### config.mk
export PLATFORM = sky130hd
export DESIGN_NAME = bcd_time_counter_flat
export DESIGN_NICKNAME = d
export VERILOG_FILES = /design/src/rtl/bcd_time_counter_if.sv /design/src/rtl/bcd_time_counter.sv /design/src/flat_wrapper.sv
export SDC_FILE = /design/constraint.sdc
export NUM_CORES = 1
export LEC_CHECK = 0
export ABC_AREA = 0
export CORE_MARGIN = 3
export CORE_UTILIZATION = 55
export DETAILED_ROUTE_END_ITERATION = 7
export GPL_ROUTABILITY_DRIVEN = 0
export HOLD_SLACK_MARGIN = 0.06
export PLACE_DENSITY = 0.85
export SYNTH_ARGS = -nofsm -noshare
export SYNTH_HDL_FRONTEND = slang
export SYNTH_HIERARCHICAL = 1
export SYNTH_SLANG_ARGS = --single-unit
### constraint.sdc
create_clock -name clk -period 8.9 [get_ports clk]
set_clock_uncertainty 0.15 [all_clocks]
set_input_delay 0.89 -clock clk [delete_from_list [all_inputs] [get_ports clk]]
set_output_delay 0.89 -clock clk [all_outputs]
set_load 0.02 [all_outputs]
### src/rtl/bcd_time_counter_if.sv
// Control and time-readout bundle of the HH:MM:SS core.
// pm is present only when TWELVE_HOUR_EN is defined.
interface bcd_time_counter_if;
  logic       tick_1hz;
  logic       set_mode;
  logic [1:0] set_sel;
  logic       set_inc;
  logic [7:0] hh;
  logic [7:0] mm;
  logic [7:0] ss;
  logic       day_rollover;
`ifdef TWELVE_HOUR_EN
  logic       pm;
`endif

  modport master (
    output tick_1hz,
    output set_mode,
    output set_sel,
    output set_inc,
    input  hh,
    input  mm,
    input  ss,
    input  day_rollover
`ifdef TWELVE_HOUR_EN
    , input pm
`endif
  );

  modport slave (
    input  tick_1hz,
    input  set_mode,
    input  set_sel,
    input  set_inc,
    output hh,
    output mm,
    output ss,
    output day_rollover
`ifdef TWELVE_HOUR_EN
    , output pm
`endif
  );
endinterface

### src/rtl/bcd_time_counter.sv
// HH:MM:SS BCD timekeeping core with RUN/SET mode.
// Optional macro TWELVE_HOUR_EN selects 12-hour mode with pm.
module cla4 (
  input  logic [3:0] a,
  input  logic [3:0] b,
  input  logic       cin,
  output logic [3:0] sum,
  output logic       cout
);
  logic [3:0] g;
  logic [3:0] p;
  logic [4:0] c;

  assign g = a & b;
  assign p = a ^ b;

  // lookahead carries, all derived from g/p and cin
  always_comb begin
    c[0] = cin;
    c[1] = g[0] | (p[0] & cin);
    c[2] = g[1] | (p[1] & g[0])
         | (p[1] & p[0] & cin);
    c[3] = g[2] | (p[2] & g[1])
         | (p[2] & p[1] & g[0])
         | (p[2] & p[1] & p[0] & cin);
    c[4] = g[3] | (p[3] & g[2])
         | (p[3] & p[2] & g[1])
         | (p[3] & p[2] & p[1] & g[0])
         | (p[3] & p[2] & p[1] & p[0] & cin);
  end

  assign sum  = p ^ c[3:0];
  assign cout = c[4];
endmodule

module bcd_time_counter #(
  parameter logic [7:0] INIT_HH = 8'h00,
  parameter logic [7:0] INIT_MM = 8'h00,
  parameter logic [7:0] INIT_SS = 8'h00
) (
  input logic              clk,
  input logic              rst_n,
  bcd_time_counter_if.slave bus
);

  typedef enum logic {
    ST_RUN,
    ST_SET
  } state_t;

  state_t     state;
  logic [7:0] hh_q, mm_q, ss_q;
  logic [7:0] hh_n, mm_n, ss_n;
  logic       roll_q, roll_n;
`ifdef TWELVE_HOUR_EN
  logic       pm_q, pm_n;
`endif

  // digit order: ss units, ss tens, mm units,
  // mm tens, hh units, hh tens
  logic [5:0][3:0] dig;
  logic [5:0][3:0] sum;
  logic [5:0]      co;
  logic [5:0]      dok;

  assign dig = {hh_q[7:4], hh_q[3:0],
                mm_q[7:4], mm_q[3:0],
                ss_q[7:4], ss_q[3:0]};

  for (genvar i = 0; i < 6; i++) begin : g_inc
    cla4 u_cla (
      .a   (dig[i]),
      .b   (4'd0),
      .cin (1'b1),
      .sum (sum[i]),
      .cout(co[i])
    );
    // a digit is 0..9 exactly when digit+1 lands in 1..10
    assign dok[i] = !co[i] && (sum[i] <= 4'd10);
  end

  logic s_ok, m_ok, h_ok;

  assign s_ok = dok[0] && dok[1]
             && (ss_q[7:4] <= 4'd5);
  assign m_ok = dok[2] && dok[3]
             && (mm_q[7:4] <= 4'd5);

`ifdef TWELVE_HOUR_EN
  assign h_ok = dok[4] && dok[5]
    && (((hh_q[7:4] == 4'd0) && (hh_q[3:0] != 4'd0))
     || ((hh_q[7:4] == 4'd1) && (hh_q[3:0] <= 4'd2)));
`else
  assign h_ok = dok[4] && dok[5]
    && ((hh_q[7:4] < 4'd2)
     || ((hh_q[7:4] == 4'd2) && (hh_q[3:0] <= 4'd3)));
`endif

  // {wrap, next} for a 00..59 field; illegal input recovers to 00
  function automatic logic [8:0] inc60(
    input logic [7:0] v,
    input logic [3:0] us,
    input logic [3:0] ts,
    input logic       ok
  );
    if (!ok)
      return {1'b0, 8'h00};
    else if (us != 4'd10)
      return {1'b0, v[7:4], us};
    else if (ts == 4'd6)
      return {1'b1, 8'h00};
    else
      return {1'b0, ts, 4'h0};
  endfunction

`ifdef TWELVE_HOUR_EN
  // {pm toggle, next} for 01..12; illegal input recovers to 01
  function automatic logic [8:0] inc_hr(
    input logic [7:0] v,
    input logic [3:0] us,
    input logic [3:0] ts,
    input logic       ok
  );
    if (!ok)
      return {1'b0, 8'h01};
    else if (v == 8'h12)
      return {1'b0, 8'h01};
    else if (v == 8'h11)
      return {1'b1, 8'h12};
    else if (us == 4'd10)
      return {1'b0, ts, 4'h0};
    else
      return {1'b0, v[7:4], us};
  endfunction
`else
  // {wrap, next} for 00..23; illegal input recovers to 00
  function automatic logic [8:0] inc_hr(
    input logic [7:0] v,
    input logic [3:0] us,
    input logic [3:0] ts,
    input logic       ok
  );
    if (!ok)
      return {1'b0, 8'h00};
    else if (v == 8'h23)
      return {1'b1, 8'h00};
    else if (us == 4'd10)
      return {1'b0, ts, 4'h0};
    else
      return {1'b0, v[7:4], us};
  endfunction
`endif

  logic [8:0] s_inc, m_inc, h_inc;
  logic       run_tick, set_bump;

  assign s_inc = inc60(ss_q, sum[0], sum[1], s_ok);
  assign m_inc = inc60(mm_q, sum[2], sum[3], m_ok);
  assign h_inc = inc_hr(hh_q, sum[4], sum[5], h_ok);

  assign run_tick = (state == ST_RUN) && bus.tick_1hz;
  assign set_bump = (state == ST_SET) && bus.set_inc;

  // next time: full carry cascade in RUN, single field in SET
  always_comb begin
    ss_n   = ss_q;
    mm_n   = mm_q;
    hh_n   = hh_q;
    roll_n = 1'b0;
`ifdef TWELVE_HOUR_EN
    pm_n   = pm_q;
`endif
    unique case (1'b1)
      run_tick: begin
        ss_n = s_inc[7:0];
        if (s_inc[8]) begin
          mm_n = m_inc[7:0];
          if (m_inc[8]) begin
            hh_n = h_inc[7:0];
`ifdef TWELVE_HOUR_EN
            if (h_inc[8]) begin
              pm_n   = ~pm_q;
              roll_n = pm_q;
            end
`else
            roll_n = h_inc[8];
`endif
          end
        end
      end
      set_bump: begin
        unique case (1'b1)
          (bus.set_sel == 2'd0): ss_n = s_inc[7:0];
          (bus.set_sel == 2'd1): mm_n = m_inc[7:0];
          (bus.set_sel == 2'd2): begin
            hh_n = h_inc[7:0];
`ifdef TWELVE_HOUR_EN
            if (h_inc[8])
              pm_n = ~pm_q;
`endif
          end
          default: ;
        endcase
      end
      default: ;
    endcase
  end

  // mode FSM and registered time outputs
  always_ff @(posedge clk or negedge rst_n) begin
    if (!rst_n) begin
      state  <= ST_RUN;
      hh_q   <= INIT_HH;
      mm_q   <= INIT_MM;
      ss_q   <= INIT_SS;
      roll_q <= 1'b0;
`ifdef TWELVE_HOUR_EN
      pm_q   <= 1'b0;
`endif
    end else begin
      state  <= bus.set_mode ? ST_SET : ST_RUN;
      hh_q   <= hh_n;
      mm_q   <= mm_n;
      ss_q   <= ss_n;
      roll_q <= roll_n;
`ifdef TWELVE_HOUR_EN
      pm_q   <= pm_n;
`endif
    end
  end

  assign bus.hh           = hh_q;
  assign bus.mm           = mm_q;
  assign bus.ss           = ss_q;
  assign bus.day_rollover = roll_q;
`ifdef TWELVE_HOUR_EN
  assign bus.pm           = pm_q;
`endif

endmodule
### src/flat_wrapper.sv
// flat-port wrapper written by rule: the top's interface ports become plain ports
module bcd_time_counter_flat 
#(
  parameter logic [7:0] INIT_HH = 8'h00,
  parameter logic [7:0] INIT_MM = 8'h00,
  parameter logic [7:0] INIT_SS = 8'h00
)
  (clk, rst_n, bus_tick_1hz, bus_set_mode, bus_set_sel, bus_set_inc, bus_hh, bus_mm, bus_ss, bus_day_rollover);
  bcd_time_counter_if bus_i ();
  input logic clk;
  input logic rst_n;
  input wire logic [$bits(bus_i.tick_1hz)-1:0] bus_tick_1hz;
  input wire logic [$bits(bus_i.set_mode)-1:0] bus_set_mode;
  input wire logic [$bits(bus_i.set_sel)-1:0] bus_set_sel;
  input wire logic [$bits(bus_i.set_inc)-1:0] bus_set_inc;
  output wire logic [$bits(bus_i.hh)-1:0] bus_hh;
  output wire logic [$bits(bus_i.mm)-1:0] bus_mm;
  output wire logic [$bits(bus_i.ss)-1:0] bus_ss;
  output wire logic [$bits(bus_i.day_rollover)-1:0] bus_day_rollover;
  assign bus_i.tick_1hz = bus_tick_1hz;
  assign bus_i.set_mode = bus_set_mode;
  assign bus_i.set_sel = bus_set_sel;
  assign bus_i.set_inc = bus_set_inc;
  assign bus_hh = bus_i.hh;
  assign bus_mm = bus_i.mm;
  assign bus_ss = bus_i.ss;
  assign bus_day_rollover = bus_i.day_rollover;
  bcd_time_counter #(.INIT_HH(INIT_HH), .INIT_MM(INIT_MM), .INIT_SS(INIT_SS)) u_core (.clk(clk), .rst_n(rst_n), .bus(bus_i));
endmodule
# Word-level counts from Yosys, hierarchy flattened
# Cells that the tools add are included.
# op_classes
eq_ne	14
n_bitwise	43
order_cmp	10
n_mux	22
reduce_logical	27
# op_table
cell	count
two-way mux 9 bit	8
two-way mux 8 bit	7
one-hot mux 8 bit (2 select lines)	3
bitwise AND 1 bit	36
<= comparator 4 bit (second input constant)	6
XOR 4 bit	6
logical AND 1 bit	15
equality test 4 x 3 -> 1 bit (second input constant)	2
equality test 8 x 6 -> 1 bit (second input constant)	1
<= comparator 4 x 3 -> 1 bit (second input constant)	2
inequality test 4 bit (second input constant)	2
logical NOT 1 bit	6
inequality test 2 bit (second input constant)	3
equality test 4 x 2 -> 1 bit (second input constant)	1
equality test 4 bit (second input constant)	1
<= comparator 4 x 2 -> 1 bit (second input constant)	1
< comparator 4 x 2 -> 1 bit (second input constant)	1
two-way mux 1 bit	4
inequality test 2 x 1 -> 1 bit (second input constant)	2
AND reduction 4 bit	1
AND reduction 3 bit	1
equality test 2 x 1 -> 1 bit (second input constant)	1
equality test 2 bit (second input constant)	1
logical NOT 2 bit	1
4 further kinds	4
# word_totals
word_cells	121
regBits	26
inputBits	7

# Logic depth before layout (Yosys ltp)
# logic_depth
ltp_word	11
depth_mapped	10

# Cells and area by module
# The synthesis kept the hierarchy.
# modules_own_cells
module	n_inst	area_per_inst_um2	cells_each
bcd_time_counter	1	1290.0	115
cla4 at u_core.g_inc[0].u_cla ...	4	147.6	17
cla4 at u_core.g_inc[4].u_cla ...	2	132.6	13

# Least setup slack after synthesis
# Ideal clock, no wire load.
# synth_path
kind	register to register
start	register u_core.ss_q[4], in the netlist u_core/bus.ss[4]
end	register u_core.hh_q[4], in the netlist u_core/bus.hh[4]
slack_ns	5.979
arrival_ns	2.650
setup_time_ns	0.121
path_stages_with_launch	10
path_cell_list	dfrtp_1 > ha_1 > a21o_1 > a31o_1 > a21o_1 > a2111o_1 > nor4_4 > o22a_2 > a21bo_1 > a22o_1
# synth_via
elab_cells_between_ends	16
classes_between	order compare (2); eq/ne (2); mux (3); bitwise (4); reduce/logical (5)
# synth_rtl
item	line	text
start, declared	bcd_time_counter.sv:52	logic [7:0] hh_q, mm_q, ss_q;
start signal, assigned	bcd_time_counter.sv:224	ss_q <= ss_n;
bitwise AND 1 bit	bcd_time_counter.sv:29	| (p[3] & p[2] & p[1] & p[0] & cin);
via u_core.co[1]	bcd_time_counter.sv:63	logic [5:0] co;
logical NOT 1 bit	bcd_time_counter.sv:79	assign dok[i] = !co[i] && (sum[i] <= 4'd10);
logical AND 1 bit	bcd_time_counter.sv:79	
logical AND 1 bit	bcd_time_counter.sv:84	assign s_ok = dok[0] && dok[1]
logical AND 1 bit	bcd_time_counter.sv:85	&& (ss_q[7:4] <= 4'd5);
two-way mux 9 bit	bcd_time_counter.sv:106	if (!ok)
inequality test 2 x 1 -> 1 bit (no line)	n/a	
AND reduction 4 bit (no line)	n/a	
end signal, assigned	bcd_time_counter.sv:222	hh_q <= hh_n;
end, declared	bcd_time_counter.sv:52	
# The timed path passes the listed nets, and every way through them passes these cells.
# A chain may end at the register's enable or synchronous reset.

==> summary.md <==
| Metric | Value |
|---|---|
| CTS buffer count | 3 |
| WP data required | 8910 ps |
| Worst path cell trace | ha_1 -> a21o_1 -> a31o_1 -> xor2_1 -> nor4bb_1 -> and3_1 -> o22a_2 -> a21bo_1 -> a22o_1 |
| Die area | 4690 um2 |
| Detail Placement HPWL | 3520 um |
| Area delta synth->final | 26.3% |
| Internal power | 0.384 mW |
| PwrDens | roughly 260 nW/um2 |
| Worst-path clk slew | 90 ps |
| Synth async-reset ratio | 100% |
| Share of layout cells above drive strength 1 | 3.89% |
| Final Util | 72.9% |
| CP arrival | 3130 ps |
| Max Cap Viol | 0 |
| Clock share of power | about a tenth |
| Post-synthesis cell area | 2150 um2 |
| Synth Instances | about 210 |
| Fmax achieved | 321 MHz |
| Post-route ant nets | 0 |
| Status | finished, final reports clean |
| IO Count | 32 |
| Max Slew Vio Count | 0 |
| Hold_sp | u_core/bus.ss[2]$_DFFE_PN0P_ |
| Starting DRT DRC Count | 137 |
| Core footprint | 3720 um2 |
| Yosys top cell area share | 30.3% |
| Non-Filler Instances | 331 |
| Met3 Use GR | 4.27% |
| CTS tree | built |
| Setup slack, reg-to-reg | a little under 6000 ps |
| VDD IR max | 0.161 mV |
| Net count, final | between 300 and 400 |
| Leading cell type in the layout, fill and taps excluded | conb_1 |
| Seq cells post-synth | 26 |
| GRT Overall Usage | 21.0% |
| Met2 usage | 35.4% |
| Worst setup EP type | flip-flop |
| Slew HR | 54.9% |
| Sequential share of the synthesized area | 30.3% |
| DR WL/cell | 13.3 um |
| Leak | 1.41 nW |
| Die Wd | between 60 and 70 um |
| Post-CTS resize count | 0 |
| Min Tclk post-route | 3110 ps |
| Post-synth EDFFs | 0 |
| GRT overflow | 0 |
| Worst reg2reg startpoint | u_core/bus.mm[4]$_DFFE_PN0P_ |
| Largest net degree at the start of global routing | 27 |
| Cell variety after synth | 39 |
| Critical Path Start | u_core/bus.mm[4]$_DFFE_PN0P_ |
| Die H | 68.5 um |
| Main synth FF type | dfrtp_1 |
| Max H-tree Level | 1 |
| # DRC | 0 |
| First-pass GRT wire length | 7490 um |
| Worst setup SP type | flip-flop |
| Most frequent cells in the layout | conb_1 (42), clkdlybuf4s50_1 (31), dfrtp_1 (26) |
| Post-DR vias/cell | roughly 5.4 |
| First-pass DRT Iterations | 4 |
| TNS Setup | 0 ps |
| Synth warn | 6 |
| CP Class | flip-flop to flip-flop |
| Sequential group share of total power | 25.8% |
| Crit Path Max Fanout | 14 |
| Final period utilization | 35.0% |
| Buffers on Ports | 31 |
| Post-CTS setup buffer count | 0 |
| Longest Clk Path Bufs | 2 |
| CTS Sinks | 26 |
| CP top delay family | compound AO/OA/AOI/OAI gates |
| CP bufs+invs | 0 |
| Top post-synthesis cells by area | dfrtp_1 (30%), ha_1 (14%), a21o_1 (7.3%) |
| Vias | 1773 |
| Cts hold-fix bufs | 0 |
| Gr busiest metal | met2 |
| Sw Share | 46.4% |
| RSZ-0062 raised after global routing | false |
| Final Setup Violations | 0 |
| Number of global-route vias before repair | 1695 |
| Clk root buf | clkbuf_8 |
| P_sw | 0.332 mW |
| Critical-path top delay cell | nor4bb_1 |
| HP Class | flip-flop to flip-flop |
| Tot Pwr | 0.716 mW |
| Antenna cell count | 0 |
| Clk Latency, worst-skew pair | 270 ps |
| Initial Utilization | ~58% |
| Rows | 22 |
| Worst path max stage delay | 490 ps |
| Placed instance count | roughly 330 |
| Initial antenna violation count | 0 |
| Comb pwr share | 64.9% |
| Grt met1 use | 28.3% |
| Drt total wl | 4420 um |
| Dominant cell type by area after synthesis | dfrtp_1 |
| Mean area per synthesized cell | just over 10 um2 |
| Hold Violations, Final | 0 |
| Slew @ Worst Pin | 670 ps |
## state kept, by name, indices dropped and copies added (netlist names)
signal / flops
u_core/bus.day_rollover: 1
u_core/bus.hh: 8
u_core/bus.mm: 8
u_core/bus.ss: 8
u_core/state: 1
## metal layers
layer | vias up | part of all wire [%]
li1 | 892 | -
met1 | 850 | 49
met2 | 27 | 48
met3 | 4 | 2.9
met4 | 0 | 0.48
met5 | - | 0
## Yosys cell counts (3+ instances only)
cell       n
nor2_1     3
ha_1      24
a32o_1     6
nand4_1    6
fa_1       6
dfrtp_1   26
nor3_1     4
inv_1     23
a31o_1     6
nand3_1    4
a22o_1    12
a21oi_1    8
xnor2_1   10
nand2b_1   3
o21ai_0    9
nand2_1    3
a21o_1    21
xor2_1     8
## cells by family (layout without fill, tap and decap cells)
| logic type | after synthesis | count (layout) | synth area share [%] |
|---|---|---|---|
| AO/OA/AOI/OAI | 73 | 73 | 26.6 |
| other | 2 | 42 | 0.350 |
| flip-flops | 26 | 26 | 30.3 |
| AND/OR/NAND/NOR | 36 | 36 | 11.5 |
| adder cells (fa/ha/maj) | 30 | 30 | 19.6 |
| XOR/XNOR | 18 | 18 | 7.35 |
| buffers and inverters | 24 | 58 | 4.26 |
## final timing paths
check / to / cells past startpoint
hold / removal: u_core/bus.ss[2]$_DFFE_PN0P_ / 1
setup reg to reg: u_core/bus.hh[5]$_DFFE_PN0P_ / 9
max in group asynchronous: u_core/bus.ss[5]$_DFFE_PN0P_ / 2
min in group asynchronous: u_core/bus.ss[3]$_DFFE_PN0P_ / 2
hold reg to reg: u_core/bus.ss[2]$_DFFE_PN0P_ / 1
setup / recovery: u_core/bus.hh[5]$_DFFE_PN0P_ / 9
## metrics by stage
step	hold slack [ps]	cell area, um2	setup WS, ps
after CTS	403	2710	5800
after floorplan	444	2300	5980
after detailed placement	378	2670	5800
after global routing	423	2710	5580
final	397	2710	5790
after global placement	382	2670	5840
## final cells by class
class	count	area, um2
fillers	298	1010
clock buffers	3	41.3
well taps	48	60.1
repair buffers	32	318
multi-input cells	199	1550
inverters	23	86.3
flip-flops and latches	26	651
## power by group through the flow
stage / sequential (mW) / clock, mW / combinational, mW
6_report: 0.185 / 0.0665 / 0.465
5_1_grt: 0.192 / 0.0728 / 0.516
3_3_place_gp: 0.186 / 0 / 0.449
4_1_cts: 0.186 / 0.0683 / 0.458
2_1_floorplan: 0.220 / 0 / 0.294
3_5_place_dp: 0.188 / 0 / 0.455
Note: power is estimated with default switching activity, not from simulation.
